File: config.mk
export PLATFORM = sky130hd
export DESIGN_NAME = frame_1101_tx
export DESIGN_NICKNAME = d
export VERILOG_FILES = /design/src/rtl/frame_1101_pkg.sv /design/src/rtl/frame_1101_tx.sv
export SDC_FILE = /design/constraint.sdc
export NUM_CORES = 1
export LEC_CHECK = 0
export BUFFER_PORTS_ARGS = -buffer_cell sky130_fd_sc_hd__buf_4
export CORE_MARGIN = 1
export CORE_UTILIZATION = 55
export DETAILED_ROUTE_END_ITERATION = 8
export PLACE_DENSITY = 0.76
export SLEW_MARGIN = 30
export SYNTH_ARGS = -nofsm -noshare
export SYNTH_HDL_FRONTEND = slang
export SYNTH_SLANG_ARGS = --single-unit
File: constraint.sdc
create_clock -name clk -period 1.9 [get_ports clk]
set_clock_uncertainty 0.05 [all_clocks]
set_input_delay 0.095 -clock clk [delete_from_list [all_inputs] [get_ports clk]]
set_output_delay 0.095 -clock clk [all_outputs]
set_load 0.005 [all_outputs]
File: src/rtl/frame_1101_pkg.sv
`default_nettype none
// ============================================================================
// Module      : frame_1101_pkg
// Description : Shared types and constants for the 1101-sync serial link.
//               The package holds the transmitter state encoding, the sync
//               header, the guard length and a header bit lookup helper.
// Revision    : 1.0 - initial release
// ============================================================================
package frame_1101_pkg;

    // Transmitter states, with explicit 3-bit encoding.
    typedef enum logic [2:0] {
        IDLE   = 3'd0,
        HDR    = 3'd1,
        PAY    = 3'd2,
        GUARD1 = 3'd3,
        GUARD0 = 3'd4
    } state_t;

    // Sync header, sent MSB-first.
    localparam logic [3:0] HEADER     = 4'b1101;

    // Number of zero bits that close every frame.
    localparam int         GUARD_BITS = 2;

    // Line history that forces a stuffed zero. A 1 after this would complete
    // a false header.
    localparam logic [2:0] STUFF_TRIGGER = 3'b110;

    // Header bit idx (0 = first on the line).
    function automatic logic header_bit(input logic [1:0] idx);
        return HEADER[2'd3 - idx];
    endfunction

endpackage
`default_nettype wire

File: src/rtl/frame_1101_tx.sv
`default_nettype none
// ============================================================================
// Module      : frame_1101_tx
// Description : Serial frame transmitter for the 1101-sync link. Accepts a
//               DATA_W-bit word on a valid/ready handshake and sends it
//               MSB-first as: 1101 header, zero-stuffed payload, two guard
//               zeros. Stuffing guarantees that 1101 appears on the line only
//               as a header.
// Ports       : clk       - clock
//               rst       - synchronous active-high reset
//               bit_en    - bit-period strobe; all state advances only here
//               in_data   - payload word, captured on accept
//               in_valid  - payload available
//               in_ready  - combinational ready (bit_en and IDLE/GUARD1)
//               tx        - registered serial line, idle low
//               busy      - registered, high from accept to return to IDLE
//               stuff     - registered, high while tx carries a stuffed 0
// Revision    : 1.0 - initial release
// ============================================================================
module frame_1101_tx
    import frame_1101_pkg::*;
#(
    parameter int DATA_W = 8
)
(
    input  logic              clk,
    input  logic              rst,
    input  logic              bit_en,
    input  logic [DATA_W-1:0] in_data,
    input  logic              in_valid,
    output logic              in_ready,
    output logic              tx,
    output logic              busy,
    output logic              stuff
);

    localparam int c_CNT_W = $clog2(DATA_W + 1);

    state_t              r_state;
    logic [1:0]          r_hdr_idx;
    logic [c_CNT_W-1:0]  r_cnt;
    logic [DATA_W-1:0]   r_sreg;
    logic [2:0]          r_hist;
    logic                r_queued;   // word accepted in GUARD1, header pending

    logic                w_accept;
    logic                w_tx_next;
    logic                w_stuff_next;
    logic                w_hist_clear;

    assign in_ready = bit_en && ((r_state == IDLE) || (r_state == GUARD1));
    assign w_accept = in_valid && in_ready;

    // Bit to be driven onto the line at the next bit_en edge.
    always_comb begin
        w_tx_next    = 1'b0;
        w_stuff_next = 1'b0;
        w_hist_clear = 1'b0;
        case (r_state)
            IDLE: begin
                w_tx_next    = w_accept;
                w_hist_clear = !w_accept;
            end
            HDR: begin
                w_tx_next = header_bit(r_hdr_idx);
            end
            PAY: begin
                // The stuff check takes priority over the bit counter, so a
                // payload ending in ...110 still gets its stuffed zero before
                // the guard.
                if (r_hist == STUFF_TRIGGER) begin
                    w_stuff_next = 1'b1;
                end else if (r_cnt != '0) begin
                    w_tx_next = r_sreg[DATA_W-1];
                end
            end
            GUARD0: begin
                // A queued word starts its header straight after the guard.
                w_tx_next    = r_queued;
                w_hist_clear = !r_queued;
            end
            default: begin
                w_tx_next = 1'b0;
            end
        endcase
    end

    always_ff @(posedge clk) begin
        if (rst) begin
            r_state   <= IDLE;
            r_hdr_idx <= 2'd0;
            r_cnt     <= '0;
            r_sreg    <= '0;
            r_hist    <= 3'b000;
            r_queued  <= 1'b0;
            tx        <= 1'b0;
            busy      <= 1'b0;
            stuff     <= 1'b0;
        end else if (bit_en) begin
            tx     <= w_tx_next;
            stuff  <= w_stuff_next;
            // History covers header, stuffed and guard bits, so the stuff
            // check sees across the header/payload boundary.
            r_hist <= w_hist_clear ? 3'b000 : {r_hist[1:0], w_tx_next};

            case (r_state)
                IDLE: begin
                    if (w_accept) begin
                        r_sreg    <= in_data;
                        r_hdr_idx <= 2'd1;
                        busy      <= 1'b1;
                        r_state   <= HDR;
                    end else begin
                        busy      <= 1'b0;
                    end
                end
                HDR: begin
                    r_hdr_idx <= r_hdr_idx + 2'd1;
                    if (r_hdr_idx == 2'd3) begin
                        r_cnt   <= c_CNT_W'(DATA_W);
                        r_state <= PAY;
                    end
                end
                PAY: begin
                    if (r_hist != STUFF_TRIGGER) begin
                        if (r_cnt != '0) begin
                            r_sreg <= r_sreg << 1;
                            r_cnt  <= r_cnt - c_CNT_W'(1);
                        end else begin
                            r_state <= GUARD1;
                        end
                    end
                end
                GUARD1: begin
                    r_state <= GUARD0;
                    if (w_accept) begin
                        r_sreg   <= in_data;
                        r_queued <= 1'b1;
                    end
                end
                GUARD0: begin
                    if (r_queued) begin
                        r_queued  <= 1'b0;
                        r_hdr_idx <= 2'd1;
                        r_state   <= HDR;
                    end else begin
                        busy    <= 1'b0;
                        r_state <= IDLE;
                    end
                end
                default: begin
                    r_state <= IDLE;
                end
            endcase
        end
    end

endmodule
`default_nettype wire
# Yosys cells after proc, flatten, opt, wreduce, memory -nomap -nowiden
# Cells that the tools add are included.
word_totals:
  ff_bits: 24
  out_inout_bits: 4
classes:
  addsub: 3
  magnitude_cmp: 1
  eq_ne: 16
  muxes: 31
  reduce_logical: 19
ops:
  columns: ["cell", "count"]
  rows:
  - ["$mux 8", 3]
  - ["$ne 2x2->1 const B", 8]
  - ["$pmux 8 s2", 1]
  - ["$mux 3", 5]
  - ["$pmux 3 s5", 1]
  - ["$reduce_and 5->1", 3]
  - ["$mux 4", 3]
  - ["$mux 1", 9]
  - ["$pmux 4 s2", 1]
  - ["$reduce_bool 2->1", 4]
  - ["$eq 3x2->1 const B", 2]
  - ["$eq 3x3->1 const B", 2]
  - ["$pmux 1 s2", 3]
  - ["$pmux 2 s3", 1]
  - ["$reduce_and 3->1", 2]
  - ["$mux 2", 2]
  - ["$pmux 1 s4", 1]
  - ["$reduce_and 4->1", 1]
  - ["$reduce_bool 4->1", 1]
  - ["$sub 4x1->4 const B", 1]
  - ["$eq 3x1->1 const B", 1]
  - ["$logic_not 3->1", 1]
  - ["$lt 2x3->1 const B", 1]
  - ["$ne 3x3->1 const B", 1]
  - ["other kinds (10)", 12]

# Logic depth before layout (Yosys ltp)
logic_depth:
  depth_word: 7
  mapped_depth: 8
  ltp_nobuf: 6

# Worst setup path before layout
# OpenSTA, ideal clock, no wires.
synth_path:
  path_kind: "reg2reg"
  from: "register r_cnt[0]"
  to: "register r_sreg[0]"
  t_arrival_ps: 1519
  t_required_ps: 1718
  slack_ps: 199
  path_stages_with_launch: 9
  path_buffers: 2
  synth_period_minus_slack_ps: 1701
  cell_sequence: "dfxtp_1 > inv_1 > ha_1 > or3b_1 > clkbuf_2 > and4_1 > buf_2 > o211ai_1 > a21oi_1"
synth_via:
  elab_chain_len: 3
synth_lines:
  columns: ["item", "line_no", "source"]
  rows:
  - ["start, declared", "frame_1101_tx.sv:41", "logic [c_CNT_W-1:0] r_cnt;"]
  - ["start signal, assigned", "frame_1101_tx.sv:120", "r_cnt <= c_CNT_W'(DATA_W);"]
  - ["start signal, assigned", "frame_1101_tx.sv:128", "r_cnt <= r_cnt - c_CNT_W'(1);"]
  - ["$reduce_bool 4->1", "frame_1101_tx.sv:126", "if (r_cnt != '0) begin"]
  - ["$ne 2x2->1 (no line)", null, null]
  - ["$reduce_and 5->1 (no line)", null, null]
  - ["end signal, assigned", "frame_1101_tx.sv:109", "r_sreg <= in_data;"]
  - ["end signal, assigned", "frame_1101_tx.sv:127", "r_sreg <= r_sreg << 1;"]
  - ["end signal, assigned", "frame_1101_tx.sv:137", "r_sreg <= in_data;"]
  - ["end, declared", "frame_1101_tx.sv:42", "logic [DATA_W-1:0] r_sreg;"]
# Every way passes these cells.
# A chain may end at the register's enable or synchronous reset.

# Worst setup path in the final report
layout_path:
  from: "register r_cnt[0]"
  to: "register r_cnt[3]"
layout_via:
  elab_chain_len: 4
  elab_cells_between_ends: 7
  classes_between: "add/sub (1); eq/ne (1); mux (3); reduce/logical (2)"
layout_lines:
  columns: ["item", "line_no", "source"]
  rows:
  - ["$sub 4x1->4", "frame_1101_tx.sv:128", null]
  - ["$mux 4", "frame_1101_tx.sv:126", null]
  - ["$mux 4", "frame_1101_tx.sv:125", "if (r_hist != STUFF_TRIGGER) begin"]
  - ["$pmux 4 s2", "frame_1101_tx.sv:106", "case (r_state)"]
# Several ways; a longest one is shown, not always the timed one. The select of a mux whose other input is x is not followed.

==> results.txt <==
----------------------------------------------------
[Routing]
  Drt via density ... 6.11
  Number of remaining DRC errors ... 0
  First-pass iteration count of the detailed router ... 4
  Post-DRT Antenna Nets ... 0
  Wirelength per Cell ... 15.1 um
  Wire length after detailed routing ... 3200 um
  Drt initial violations ... 31
  Routed via count ... 1290

[Die]
  Number of rows in the core area ... 17
  Boundary Pins ... 16
  Initial standard-cell utilization of the core ... 60.2%
  Die area ... 0.00272 mm2
  Vert. Die Dim ... 52.1 um
  Standard cell core area ... 0.00230 mm2
  Horizontal die dimension ... 52.1 um

[Worst hold path]
  Hold Path Class ... in2reg

[GRT]
  Number of global-route vias before repair ... 1239
  Pin count of the biggest net entering global routing ... 25
  Global router's overall resource usage ... 27.0%
  Total grt overflow ... 0
  First-pass GRT wire length ... 5490 um
  Number of antenna violations at the first check in global routing ... 0

[Clock tree]
  CTS Sinks ... 24
  Cell at the root of the clock tree ... sky130_fd_sc_hd__clkbuf_4
  Level count of the clock H-tree ... 1
  Number of buffers added for setup after CTS ... 0
  Clock Latency Late Sink ... 0.32 ns
  Buffers from clock root to sink, at most ... 2
  Num CTS Buffers ... 3
  Clock tree from TritonCTS ... done
  Clock-pin transition on the worst setup and hold timing paths ... 0.13 ns

[Pwr]
  Overall power consumption ... 914 uW
  Worst voltage drop across the vdd grid ... 0.412 mV
  Total power divided by cell area ... 578 mW/mm2
  Leakage power summed over all cells ... 0.613 nW

[Critical path]
  Cell at the slowest stage of the critical path ... sky130_fd_sc_hd__or4_1
  Arr. time, crit path ... 1.99 ns
  Crit path max fanout ... 7
  CP Launch Type ... register
  Crit path max-delay family ... simple AND/OR/NAND/NOR gates
  Kind of end point of the critical path ... register
  Class of the most critical setup path ... reg2reg
  Bufs and invs on worst path ... 1
  Critical path cell sequence ... inv_1 > ha_1 > or3b_4 > a31oi_2 > or4_1 > a31oi_1
  Max incr delay on CP ... 0.48 ns
  Worst EP required ... 2.09 ns

[Yosys]
  Synth Area in Compound Gates ... 25.4%
  Mux contribution to synthesized area ... 2.17%
  Syn_nets ... 182
  Mapped Area ... 0.00138 mm2
  Most instantiated flip-flop cell in the synthesis netlist ... sky130_fd_sc_hd__dfxtp_1
  Avg Inst Size Synth ... 8.33 um2
  Number of cells produced by synthesis ... 166
  Seq cells post-synth ... 24
  Commonest cells in the synthesized netlist ... sky130_fd_sc_hd__dfxtp_1 (24), sky130_fd_sc_hd__nand2_1 (15), sky130_fd_sc_hd__a21oi_1 (11)
  Cell with the most instances after synthesis ... sky130_fd_sc_hd__dfxtp_1
  Most area-hungry cell type in the Yosys netlist ... sky130_fd_sc_hd__dfxtp_1
  Combinational family with the most area after synthesis ... simple AND/OR/NAND/NOR gates
  Area share of the largest cell type after synthesis ... 34.8%
  Sequential share of the synthesized area ... 34.8%
  Adder and majority gate portion of the synthesized area ... 3.62%
  Synthesized-area fraction occupied by xor and xnor cells ... 0.633%
  Async S/R FF share, synth ... 0%
  Synth top area cells ... sky130_fd_sc_hd__dfxtp_1 (35%), sky130_fd_sc_hd__a311oi_1 (5.1%), sky130_fd_sc_hd__nand2_1 (4.1%), sky130_fd_sc_hd__a21oi_1 (4.0%), sky130_fd_sc_hd__ha_1 (3.6%)
  Share of synthesized cell area in and, or, nand and nor gates ... 27.3%
  Synth unique cells ... 49
  Count of flip-flops with a built-in enable after synthesis ... 0
  Number of warnings reported in the yosys synthesis log ... 0

[STA]
  Min cycle time layout ... 1.80 ns
  Setup repair after global routing missed its margin ... no
  Period utilization ... 94.6%
  Slew @ Worst Pin ... 0.387 ns
  Worst relative slew slack ... 74.2%
  Post-Route Setup TNS ... 0 ns
  Slew Limit Fails ... 0
  Setup-violating endpoint count in the final report ... 0
  Fmax ... 0.557 GHz
  Final hold violation count ... 0

[Place]
  Area after DPL ... 0.00151 mm2
  Placer Congestion ... 0.888
  Port-buffer cells ... 15
  Total half-perimeter wirelength after legalization and detailed placement ... 2230 um
  Number of instances in the placed design ... 204

[Run]
  Count of max-cap constraint violations ... 0

[Finish]
  Final Cell Area ... 0.00158 mm2
  Fin nets ... 201
  Cell Count, Final, Fillers Out ... 211
  Synthesis-to-layout area growth ... 14.3%
  Share of cells above drive strength 1 ... 19.1%
  ANT cells ... 0

[Run status]
  Outcome ... complete, no violations

----------------------------------------------------
==> timing repair <==
item | in CTS | in global routing
hold buffers | 4 | 0
gates resized for setup | 0 | 5
hold endpoints to repair | 4 | 0
setup endpoints to repair | 0 | 12
==> worst reg2reg max path: cells and delay by family, from the launching register on <==
family / cells / cell delay (ns)
simple gates: 2 / 0.75
flops: 1 / 0.38
compound gates: 2 / 0.29
fa+ha+maj: 1 / 0.19
buf+inv: 1 / 0.08
==> area by class of cell <==
| cell class | instances | area [um2] |
|---|---|---|
| Tap cell | 28 | 35.0 |
| Multi-Input combinational cell | 126 | 822 |
| Fill cell | 201 | 717 |
| Inverter | 5 | 18.8 |
| Timing Repair Buffer | 25 | 198 |
| Sequential cell | 24 | 484 |
| Clock buffer | 3 | 22.5 |
==> metrics by stage <==
stage	hold WS (ns)	util [%]	worst slack, ns
after CTS	0.00402	68.5	0.0643
after floorplan	0.146	-	0.199
after detailed placement	0.334	65.7	0.0979
after global placement	0.327	65.7	0.138
after global routing	0.0139	68.8	0.0287
final	0.00162	68.8	0.103
==> logic make-up (layout without fill, tap and decap cells) <==
kind of cell	Yosys count	in the layout
AOI/OAI and AO/OA	51	51
DFF	24	24
xor gates and xnor gates	1	1
muxes	3	3
and+or+nand+nor	67	67
adders and majority gates	4	4
buffers and inverters	16	33
==> per-layer routing <==
metal | global-route usage (%) | vias up | wire [um]
met1 | 35.8 | 611 | 1530
li1 | - | 651 | -
met3 | 2.63 | 4 | 101
met5 | 0 | - | 0
met2 | 44.9 | 24 | 1530
met4 | 10.5 | 0 | 29
==> sequential cells by signal (all words and copies together), names as in the netlist, 2 cells and up <==
register and count:
r_state 3, r_cnt 4, r_hist 3, r_hdr_idx 2
r_sreg 8
==> layout by cell type, fill, tap and decap left out, types with 3 or more instances in the layout <==
master,netlist,final
sky130_fd_sc_hd__clkbuf_4,0,3
sky130_fd_sc_hd__a21o_1,4,4
sky130_fd_sc_hd__mux2i_1,3,3
sky130_fd_sc_hd__buf_4,3,21
sky130_fd_sc_hd__a311oi_1,8,8
sky130_fd_sc_hd__nand3_1,7,7
sky130_fd_sc_hd__or3_1,3,3
sky130_fd_sc_hd__nand4_1,3,3
sky130_fd_sc_hd__ha_1,4,4
sky130_fd_sc_hd__nand3b_1,3,3
sky130_fd_sc_hd__o21ai_0,9,9
sky130_fd_sc_hd__dfxtp_1,24,21
sky130_fd_sc_hd__nor2_1,10,10
sky130_fd_sc_hd__dlygate4sd3_1,0,4
sky130_fd_sc_hd__nand2_1,15,15
sky130_fd_sc_hd__a21oi_1,11,11
sky130_fd_sc_hd__inv_1,4,4
sky130_fd_sc_hd__dfxtp_2,0,3
sky130_fd_sc_hd__nor3_1,8,8
==> path summary, 6_finish.rpt <==
kind              start   endpoint  slack, ns  cells past startpoint
min reg2reg        busy       busy       0.42                      2
min          in_data[1]  r_sreg[1]      0.002                      3
max reg2reg    r_cnt[0]   r_cnt[3]       0.10                      6
max            r_cnt[0]   r_cnt[3]       0.10                      6
==> report_power, final <==
part | internal, mW | switching [mW] | total [mW] | leakage [nW]
sequential | 0.524 | 0.0182 | 0.542 | 0.197
clock | 0.0742 | 0.152 | 0.226 | 0.0138
combinational | 0.0729 | 0.0730 | 0.146 | 0.402
Power figures use the tool's default switching activity.
